$ cat src/rtl/axi_lite_slave_regfile.sv
// axi_lite_slave_regfile: AXI-lite responder over a flat register file.
// AW and W are accepted independently; one write and one read may be outstanding.
module axi_lite_slave_regfile #(
    parameter int DATA_WD = 8,
    parameter int ADDR_WD = 8,
    parameter int REG_NUM = 16
) (
    input  logic                       clk,
    input  logic                       rstn,
    input  logic [ADDR_WD-1:0]         awaddr,
    input  logic                       awvalid,
    output logic                       awready,
    input  logic [DATA_WD-1:0]         wdata,
    input  logic                       wvalid,
    output logic                       wready,
    output logic [1:0]                 bresp,
    output logic                       bvalid,
    input  logic                       bready,
    input  logic [ADDR_WD-1:0]         araddr,
    input  logic                       arvalid,
    output logic                       arready,
    output logic [DATA_WD-1:0]         rdata,
    output logic [1:0]                 rresp,
    output logic                       rvalid,
    input  logic                       rready,
    output logic [REG_NUM*DATA_WD-1:0] reg_out
);
    localparam logic [ADDR_WD:0] LP_REG_NUM = (ADDR_WD+1)'(REG_NUM);

    logic [REG_NUM*DATA_WD-1:0] r_regs;
    logic                       r_aw_hold, r_w_hold, r_bvalid, r_rvalid;
    logic [ADDR_WD-1:0]         r_awaddr;
    logic [DATA_WD-1:0]         r_wdata, r_rdata;
    logic [1:0]                 r_bresp, r_rresp;

    logic                       w_aw_hs, w_w_hs, w_ar_hs, w_commit, w_wr_ok, w_rd_ok;
    logic [ADDR_WD-1:0]         w_wr_addr;
    logic [DATA_WD-1:0]         w_wr_data, w_rd_data;

    assign awready   = !r_aw_hold && !r_bvalid;
    assign wready    = !r_w_hold && !r_bvalid;
    assign arready   = !r_rvalid;
    assign w_aw_hs   = awvalid && awready;
    assign w_w_hs    = wvalid && wready;
    assign w_ar_hs   = arvalid && arready;
    // Commit once both halves are present, whether fresh this edge or held.
    assign w_commit  = (w_aw_hs || r_aw_hold) && (w_w_hs || r_w_hold);
    assign w_wr_addr = w_aw_hs ? awaddr : r_awaddr;
    assign w_wr_data = w_w_hs ? wdata : r_wdata;
    assign w_wr_ok   = {1'b0, w_wr_addr} < LP_REG_NUM;
    assign w_rd_ok   = {1'b0, araddr} < LP_REG_NUM;

    assign bvalid  = r_bvalid;
    assign bresp   = r_bresp;
    assign rvalid  = r_rvalid;
    assign rresp   = r_rresp;
    assign rdata   = r_rdata;
    assign reg_out = r_regs;

    always_comb begin
        w_rd_data = '0;
        for (int i = 0; i < REG_NUM; i++)
            if (araddr == ADDR_WD'(i)) w_rd_data = r_regs[i*DATA_WD +: DATA_WD];
    end

    always_ff @(posedge clk or negedge rstn) begin
        if (!rstn) begin
            r_regs <= '0;
        end else if (w_commit && w_wr_ok) begin
            for (int i = 0; i < REG_NUM; i++)
                if (w_wr_addr == ADDR_WD'(i)) r_regs[i*DATA_WD +: DATA_WD] <= w_wr_data;
        end
    end

    always_ff @(posedge clk or negedge rstn) begin
        if (!rstn) begin
            r_aw_hold <= 1'b0;
            r_w_hold  <= 1'b0;
            r_awaddr  <= '0;
            r_wdata   <= '0;
            r_bvalid  <= 1'b0;
            r_bresp   <= 2'b00;
        end else begin
            if (w_aw_hs) r_awaddr <= awaddr;
            if (w_w_hs) r_wdata <= wdata;
            if (w_commit) begin
                r_aw_hold <= 1'b0;
                r_w_hold  <= 1'b0;
                r_bvalid  <= 1'b1;
                r_bresp   <= w_wr_ok ? 2'b00 : 2'b10;
            end else begin
                if (w_aw_hs) r_aw_hold <= 1'b1;
                if (w_w_hs) r_w_hold <= 1'b1;
                if (r_bvalid && bready) r_bvalid <= 1'b0;
            end
        end
    end

    // Read samples the array before any same-edge write lands.
    always_ff @(posedge clk or negedge rstn) begin
        if (!rstn) begin
            r_rvalid <= 1'b0;
            r_rdata  <= '0;
            r_rresp  <= 2'b00;
        end else if (w_ar_hs) begin
            r_rvalid <= 1'b1;
            r_rdata  <= w_rd_ok ? w_rd_data : '0;
            r_rresp  <= w_rd_ok ? 2'b00 : 2'b10;
        end else if (r_rvalid && rready) begin
            r_rvalid <= 1'b0;
        end
    end
endmodule

$ cat config.mk
export PLATFORM = sky130hd
export DESIGN_NAME = axi_lite_slave_regfile
export DESIGN_NICKNAME = d
export VERILOG_FILES = /design/src/rtl/axi_lite_slave_regfile.sv
export SDC_FILE = /design/constraint.sdc
export NUM_CORES = 1
export LEC_CHECK = 0
export ABC_AREA = 1
export CORE_ASPECT_RATIO = 2
export CORE_MARGIN = 1.5
export CORE_UTILIZATION = 50
export DETAILED_ROUTE_END_ITERATION = 16
export HOLD_SLACK_MARGIN = 0.1
export PLACE_DENSITY_LB_ADDON = 0.2
export SKIP_LAST_GASP = 1
export SYNTH_ARGS = -nofsm -noshare
export SYNTH_HDL_FRONTEND = slang
export SYNTH_SLANG_ARGS = --single-unit
$ cat constraint.sdc
create_clock -name clk -period 5.9 [get_ports clk]
set_input_delay 0.885 -clock clk [delete_from_list [all_inputs] [get_ports clk]]
set_output_delay 0.885 -clock clk [all_outputs]
set_load 0.005 [all_outputs]
# Word level (Yosys, flattened, before mapping)
# Index checks and enable logic that the tools add are counted.
[word_totals]
ff_bits = 160
out_inout_bits = 145
elab_cells = 123
[classes]
n_lt_le_gt_ge = 2
n_eq_ne = 30
muxes = 29
n_reduce_logical = 37
[op_table]
columns = ["operator", "n"]
rows = [
  ["$mux W8", 19],
  ["$eq A8 B4 Y1 const B", 16],
  ["$eq A8 B3 Y1 const B", 8],
  ["$eq A8 B2 Y1 const B", 4],
  ["$reduce_and A2 Y1", 16],
  ["$eq A8 B1 Y1 const B", 2],
  ["$logic_not A8 Y1", 2],
  ["$lt A8 B5 Y1 const B", 2],
  ["$logic_and A1 B1 Y1", 9],
  ["$mux W1", 8],
  ["$reduce_bool A2 Y1", 4],
  ["$logic_not A1 Y1", 4],
  ["$mux W2", 2],
  ["$logic_or A1 B1 Y1", 2],
]

# Longest topological paths before layout
# Gate-level depths: netlist of the first run.
[depth]
depth_word = 18
ltp_mapped = 15

# Worst setup path before layout of the first run
# Ideal clock, no wire load.
[synth_timing]
path_kind = "in2reg"
from = "in araddr[5]"
to = "reg r_rdata[1] (netlist: rdata[1])"
arrival_ps = 2345
slack_ps = 3490
path_stages = 15
n_path_buf = 0
cell_sequence = "nor2_1 > nand2_1 > nor2_1 > inv_1 > nor2_1 > inv_1 > o21ai_0 > inv_1 > nand4_1 > nand2_1 > nand4_1 > nand2_1 > nand3_1 > nand2_1 > nand2_1"
[synth_between]
elab_chain_len = 18
[synth_rtl]
columns = ["element", "line_no", "source"]
rows = [
  ["start, declared", "19", "input logic [ADDR_WD-1:0] araddr,"],
  ["$logic_not A8 Y1", "63", "if (araddr == ADDR_WD'(i)) w_rd_data = r_regs[i*DATA_WD +: DATA_WD];"],
  ["$mux W8 (16 in series)", "63", ""],
  ["$mux W8 (*)", "107", "r_rdata <= w_rd_ok ? w_rd_data : '0;"],
  ["end signal, assigned", "107", ""],
  ["end, declared", "33", "logic [DATA_WD-1:0] r_wdata, r_rdata;"],
]
# Mark *: on every way between the ends. The rest lies on a longest branch, timed or not.
# A chain may end at the register's enable or synchronous reset.

# Final worst setup path of the first run
[layout_timing]
from = "in araddr[5]"
to = "reg r_rdata[5] (netlist: rdata[5])"
# The elaborated chain is that of the path after synthesis.

==> flow_metrics.tcl, run 1 <==
set metrics [dict create \
    worst_slew_pin_slew_ps 1151 \
    clkSlewWorstSetupHoldPaths_ps 70 \
    seq_area_um2 3954 \
    final_core_utilization 0.6787 \
    grt_remaining_overflow 0 \
    grt_pass1_wl_um 35230 \
    hold_viol 0 \
    cp_top_family "simple AND/OR/NAND/NOR gates" \
    grt_util_all_layers 0.3040 \
    setup_violations 0 \
    cts_buffers 17 \
    n_antenna_cell 0 \
    status "finished clean" \
    fmax_mhz 333.3 \
    ir_worst_vdd_mv 0.2518 \
    timing.rr.start "bvalid" \
    rsz0062_at_grt "no" \
    synth_seq_area_share 0.5324 \
    syn_area_um2 7426 \
    power.density_nw_per_um2 425.3 \
    drv_slew 0 \
    path_depth 11 \
    max_cap_violations 0 \
    crit_arrival_ps 3310 \
    final_cell_area_um2 9793 \
    avgRoutedWirePerCell_um 18.62 \
    r2r_cells 8 \
    crit_required_ps 6210 \
    fin_skew_ps 9.438 \
    cts_resized 0 \
    clock-sinks 158 \
    hold_buffers 0 \
    grt_pass1_vias 6462 \
    worst_setup_path_startpoint "araddr[5]" \
    min_from "r_awaddr[4]" \
    layout.nets 1053 \
    setup_tns_ps 0 \
    total_power_w 0.004165 \
    period_share 0.5085 \
    grt_max_degree 111 \
    via_per_inst 5.414 \
    antenna_found_initial 0 \
    synth.distinct_cells 31 \
    avgSynthCellArea_um2 8.605 \
    clock_path_buffers 2 \
    post_cts_buffers 0 \
    critPathLaunchType "primary input" \
    place.gp.congestion 0.9570 \
    row_count 62 \
    syn_inst 863 \
    drtIter0Drc 526 \
    routed_wirelength_um 22850 \
    min_path_cells 2 \
    place_area_um2 9171 \
    ant_nets 0 \
    drtPass1Iterations 5 \
    hold_path_class "reg2reg" \
    multi_input_area_um2 2919 \
    p_leak_nw 4.462 \
    initial_utilization 0.5147 \
    critPathKind "in2reg" \
    nFillCells 1219 \
    yosys_warnings 0 \
    route.detailed.drc 0 \
    io_pins 176 \
    htreeDepth 4 \
    ys_ff_latch 158 \
    die_height_um 175.3 \
    crit_chain "clkdlybuf4s50_1 > nor2_1 > nand2_1 > nor3_1 > inv_1 > nor2_1 > inv_1 > o21ai_0 > inv_1 > nand2_1 > nand2_1" \
    die-area_um2 15640 \
    hold_slack_ps 483.0 \
    synthToLayoutAreaGrowth_pct 31.88 \
    cp_slowest_cell "nor2_1" \
    crit_buf_inv 4 \
    clockRootBuffer "clkbuf_16" \
    worst-path-max-fanout 9 \
    portBuffers 173 \
    drive_above_1_share 0.08502 \
    fp.dieW_um 89.18 \
    cts_tree "built" \
    coreArea_um2 14430 \
    end_kind "register" \
    vias 6643 \
    relSlewSlack 0.2320 \
    clkLatencyLatePin_ps 430 \
    period_needed_ps 3000 \
    max_stage_delay_ps 500 \
    hpwl_um 16620 \
]
through the flow:
| stage | cells | setup slack [ps] |
|---|---|---|
| after CTS | 1227 | 2984 |
| after global routing | 1227 | 2692 |
| after detailed placement | 1195 | 2565 |
| after floorplan | 864 | 3490 |
| final | 1227 | 2900 |
| after global placement | 1195 | 2527 |
Yosys cell counts (all sizes together):
cell	count	share of area
nand2	278	0.15
dfrtp	158	0.53
o21ai	114	0.090
inv	81	0.041
nor2	77	0.049
o21a	31	0.031
nand3	29	0.021
nand4	23	0.019
buf	18	0.024
clkbuf	17	0.0086
a21oi	14	0.0094
and2	8	0.0067
clkinv	3	0.0019
mux2i	3	0.0040
nor3	3	0.0020
or2	2	0.0017
a22oi	1	0.0029
conb	1	0.00050
mux2	1	0.0015
o21bai	1	0.0010
path summary, 6_finish.rpt:
path	slack [ps]	to
setup / recovery	2900	rdata[5]
hold / removal	480	r_awaddr[4]
setup reg to reg	3360	reg_out[33]
hold reg to reg	480	r_awaddr[4]
max in group asynchronous	4100	reg_out[102]
min in group asynchronous	600	reg_out[79]
metal layers:
layer  routed length [um]  up-vias  GRT usage
met3                 1454       55    0.05169
li1                     -     3091          -
met4                 1020        0     0.1474
met1                 8302     3177     0.3550
met5                    0        -          0
met2                12070      320     0.5251
cell type report:
class | count | share of cell area
sequential | 158 | 0.4037
multi-input combinational | 587 | 0.2981
timing repair buffer | 174 | 0.1777
clock buffer | 20 | 0.04459
inverter | 84 | 0.03245
tap | 192 | 0.02453
clock inverter | 12 | 0.01891
power by group:
group / switching [W] / internal, W / total (W)
Combinational: 0.000746 / 0.000627 / 0.00137
Sequential: 0.000248 / 0.00137 / 0.00162
Clock: 0.000457 / 0.000713 / 0.00117
Total: 0.00145 / 0.00271 / 0.00416
state kept, by name (all words and copies together), names as in the netlist:
| register | cells |
|---|---|
| reg_out | 128 |
| bvalid | 1 |
| r_aw_hold | 1 |
| r_w_hold | 1 |
| rvalid | 1 |
| rdata | 8 |
| r_wdata | 8 |
| bresp | 1 |
| rresp | 1 |
| r_awaddr | 8 |
cell usage in the layout, fill, tap and decap left out, drive strengths merged, types with 3 or more instances in the layout:
| cell | n |
|---|---|
| a21oi | 14 |
| and2 | 8 |
| bufinv | 4 |
| clkbuf | 20 |
| clkdlybuf4s50 | 172 |
| clkinv | 4 |
| clkinvlp | 4 |
| dfrtp | 158 |
| inv | 84 |
| mux2i | 3 |
| nand2 | 278 |
| nand3 | 29 |
| nand4 | 23 |
| nor2 | 77 |
| nor3 | 3 |
| o21a | 31 |
| o21ai | 114 |
cells by family after synthesis:
family	Yosys count	synth area share
simple gates	420	0.2514
flops	158	0.5324
mux	4	0.005560
compound gates	161	0.1351
other cells	1	0.0005050
buf+inv	119	0.07498
worst reg2reg max path, delay by kind of cell, from the launching register on:
| family | cells | cell delay [ps] |
|---|---|---|
| and+or+nand+nor | 5 | 1480 |
| DFF | 1 | 430 |
| buffers and inverters | 2 | 410 |
| AOI/OAI and AO/OA | 1 | 80 |
(Power assumes the default switching activity.)
==> run 2: changes to the inputs <==
==> constraint.sdc (replaced) <==
create_clock -name clk -period 3.1 [get_ports clk]
set_input_delay 0.465 -clock clk [delete_from_list [all_inputs] [get_ports clk]]
set_output_delay 0.465 -clock clk [all_outputs]
set_load 0.005 [all_outputs]
==> run 2 against run 1 <==
Against the previous run: sequential cell count did not move; utilization rose by 1.2 points; global-route usage rose by 0.25 points; first-iteration DRC count rose by 6.7%; register-to-register slack got worse by 2600 ps; clock power rose by 83%; sequential share of layout area fell by 0.70 points; final area rose by 1.8%; clock skew rose by 4.2 ps.
==> flow_metrics.tcl, run 2 (synthesis results as in run 1) <==
set metrics [dict create \
    max_cap_violations 0 \
    coreArea_um2 14430 \
    worstReg2RegEnd "reg_out[11]" \
    ant_nets 0 \
    total_power_w 0.007978 \
    period_needed_ps 2580 \
    setup_tns_ps 0 \
    power.switching_w 0.002816 \
    cp_top_family "simple AND/OR/NAND/NOR gates" \
    clkLatencyLatePin_ps 420 \
    crit_required_ps 3410 \
    initial_utilization 0.5147 \
    final_common_cell "nand2_1" \
    mostFrequentLayoutCells "nand2_1 (267), clkdlybuf4s50_1 (172), dfrtp_1 (158), inv_1 (76), nor2_1 (67)" \
    portBuffers 173 \
    worst-path-max-fanout 8 \
    drtIter0Drc 561 \
    min_delay_worst_endpoint "r_awaddr[5]" \
    placed_cells 1219 \
    place.gp.congestion 0.9471 \
    htreeDepth 4 \
    fmax_mhz 387.6 \
    sw_frac_of_total 0.3530 \
    final_core_utilization 0.6907 \
    grt_remaining_overflow 0 \
    status "finished clean" \
    timing.rr.start "bvalid" \
    worst_slew_pin_slew_ps 606.3 \
    grt_pass1_wl_um 35620 \
    vias 6720 \
    r2r_cells 10 \
    r2r_slack_ps 790 \
    min_path_cells 2 \
    intPower_w 0.005162 \
    rsz0062_at_grt "no" \
    largest_reg_flops 128 \
    routed_wirelength_um 23300 \
    end_kind "register" \
    grt_max_degree 62 \
    clkSlewWorstSetupHoldPaths_ps 70 \
    row_count 62 \
    antenna_found_initial 0 \
    grt_util_all_layers 0.3065 \
    die-area_um2 15640 \
    die_height_um 175.3 \
    period_share 0.8322 \
    clock-sinks 158 \
    cts_resized 0 \
    crit_buf_inv 2 \
    p_leak_nw 4.573 \
    clock_path_buffers 2 \
    critPathKind "in2reg" \
    io_pins 176 \
    via_per_inst 5.376 \
    synthToLayoutAreaGrowth_pct 34.20 \
    grt_pass1_vias 6525 \
    cts_tree "built" \
    avgRoutedWirePerCell_um 18.64 \
    drtPass1Iterations 6 \
    clockRootBuffer "clkbuf_16" \
    p_seq_frac 0.390 \
    crit_chain "clkdlybuf4s50_1 > nor2_1 > nand2_1 > clkinv_1 > nand3_1 > nor2_1 > nor2_1 > nand4_1 > nor2_1 > nand4_1 > nor2_1 > nand4_1 > nand2_1 > nand2_1" \
    fp.dieW_um 89.18 \
    setup_violations 0 \
    final_cells 1250 \
    clkPwrFrac 0.268 \
    power.density_nw_per_um2 800.5 \
    ir_worst_vdd_mv 0.4902 \
    layout.nets 1078 \
    cp_slowest_cell "clkdlybuf4s50_1" \
    hold_slack_ps 483.5 \
    hpwl_um 16950 \
    relSlewSlack 0.5943 \
    min_from "r_awaddr[5]" \
    hold_viol 0 \
    n_antenna_cell 0 \
    fin_skew_ps 13.67 \
    cts_buffers 17 \
    p_comb_frac 0.342 \
    hold_path_class "reg2reg" \
    critPathMostFrequentCell "nor2_1" \
    crit_arrival_ps 2890 \
    critPathLaunchType "primary input" \
    drv_slew 0 \
    max_stage_delay_ps 550 \
    worst_setup_path_startpoint "araddr[7]" \
    route.detailed.drc 0 \
    drive_above_1_share 0.1059 \
]
==> run 2: metrics by stage <==
stage          instance area (um^2)  setup WS, ps
3_5_place_dp                   9364         230.6
2_1_floorplan                  7430          1024
6_report                       9966         520.1
5_1_grt                        9966         288.8
4_1_cts                        9966         597.6
3_3_place_gp                   9364         252.3
==> run 2: what timing repair did <==
| item | CTS | global route |
|---|---|---|
| endpoints found under the setup margin | 0 | 0 |
| hold buffers | 1 | 0 |
| setup buffers | 0 | 0 |
| hold endpoints to repair | 52 | 0 |
==> run 2: per-layer routing <==
layer / track usage / part of all wire
met4: 0.1513 / 0.047
met1: 0.3619 / 0.37
met5: 0 / 0
met2: 0.5235 / 0.52
met3: 0.05310 / 0.056
==> run 2: worst max-delay path by stage <==
stage	slack [ps]	cells after the start	end
2_1_floorplan	1020	12	reg_out[71]
3_3_place_gp	250	15	rdata[2]
3_5_place_dp	230	15	rdata[2]
4_1_cts	600	14	rdata[2]
5_1_grt	290	15	rdata[2]
6_report	520	14	rdata[2]
==> run 2: final cells by class <==
class	instances	area, um^2
Clock buffer	18	429.2
Clock inverter	12	162.7
Fill cell	1184	4463
Inverter	84	317.8
Multi-Input combinational cell	587	2919
Sequential cell	158	3954
Tap cell	192	240.2
Timing Repair Buffer	199	1943
==> run 2: power groups by stage <==
stage | registers, W | logic [W] | clock network (W)
floorplan | 0.00301 | 0.00120 | 0
global placement | 0.00313 | 0.00266 | 0
detailed placement | 0.00312 | 0.00271 | 0
CTS | 0.00310 | 0.00273 | 0.00215
global route | 0.00316 | 0.00293 | 0.00223
finish | 0.00311 | 0.00273 | 0.00214
==> run 2: worst min-delay path, cell delays in order, from the launching register on <==
cell and delay, ps:
dfrtp_1 320, mux2i_1 60, inv_1 70
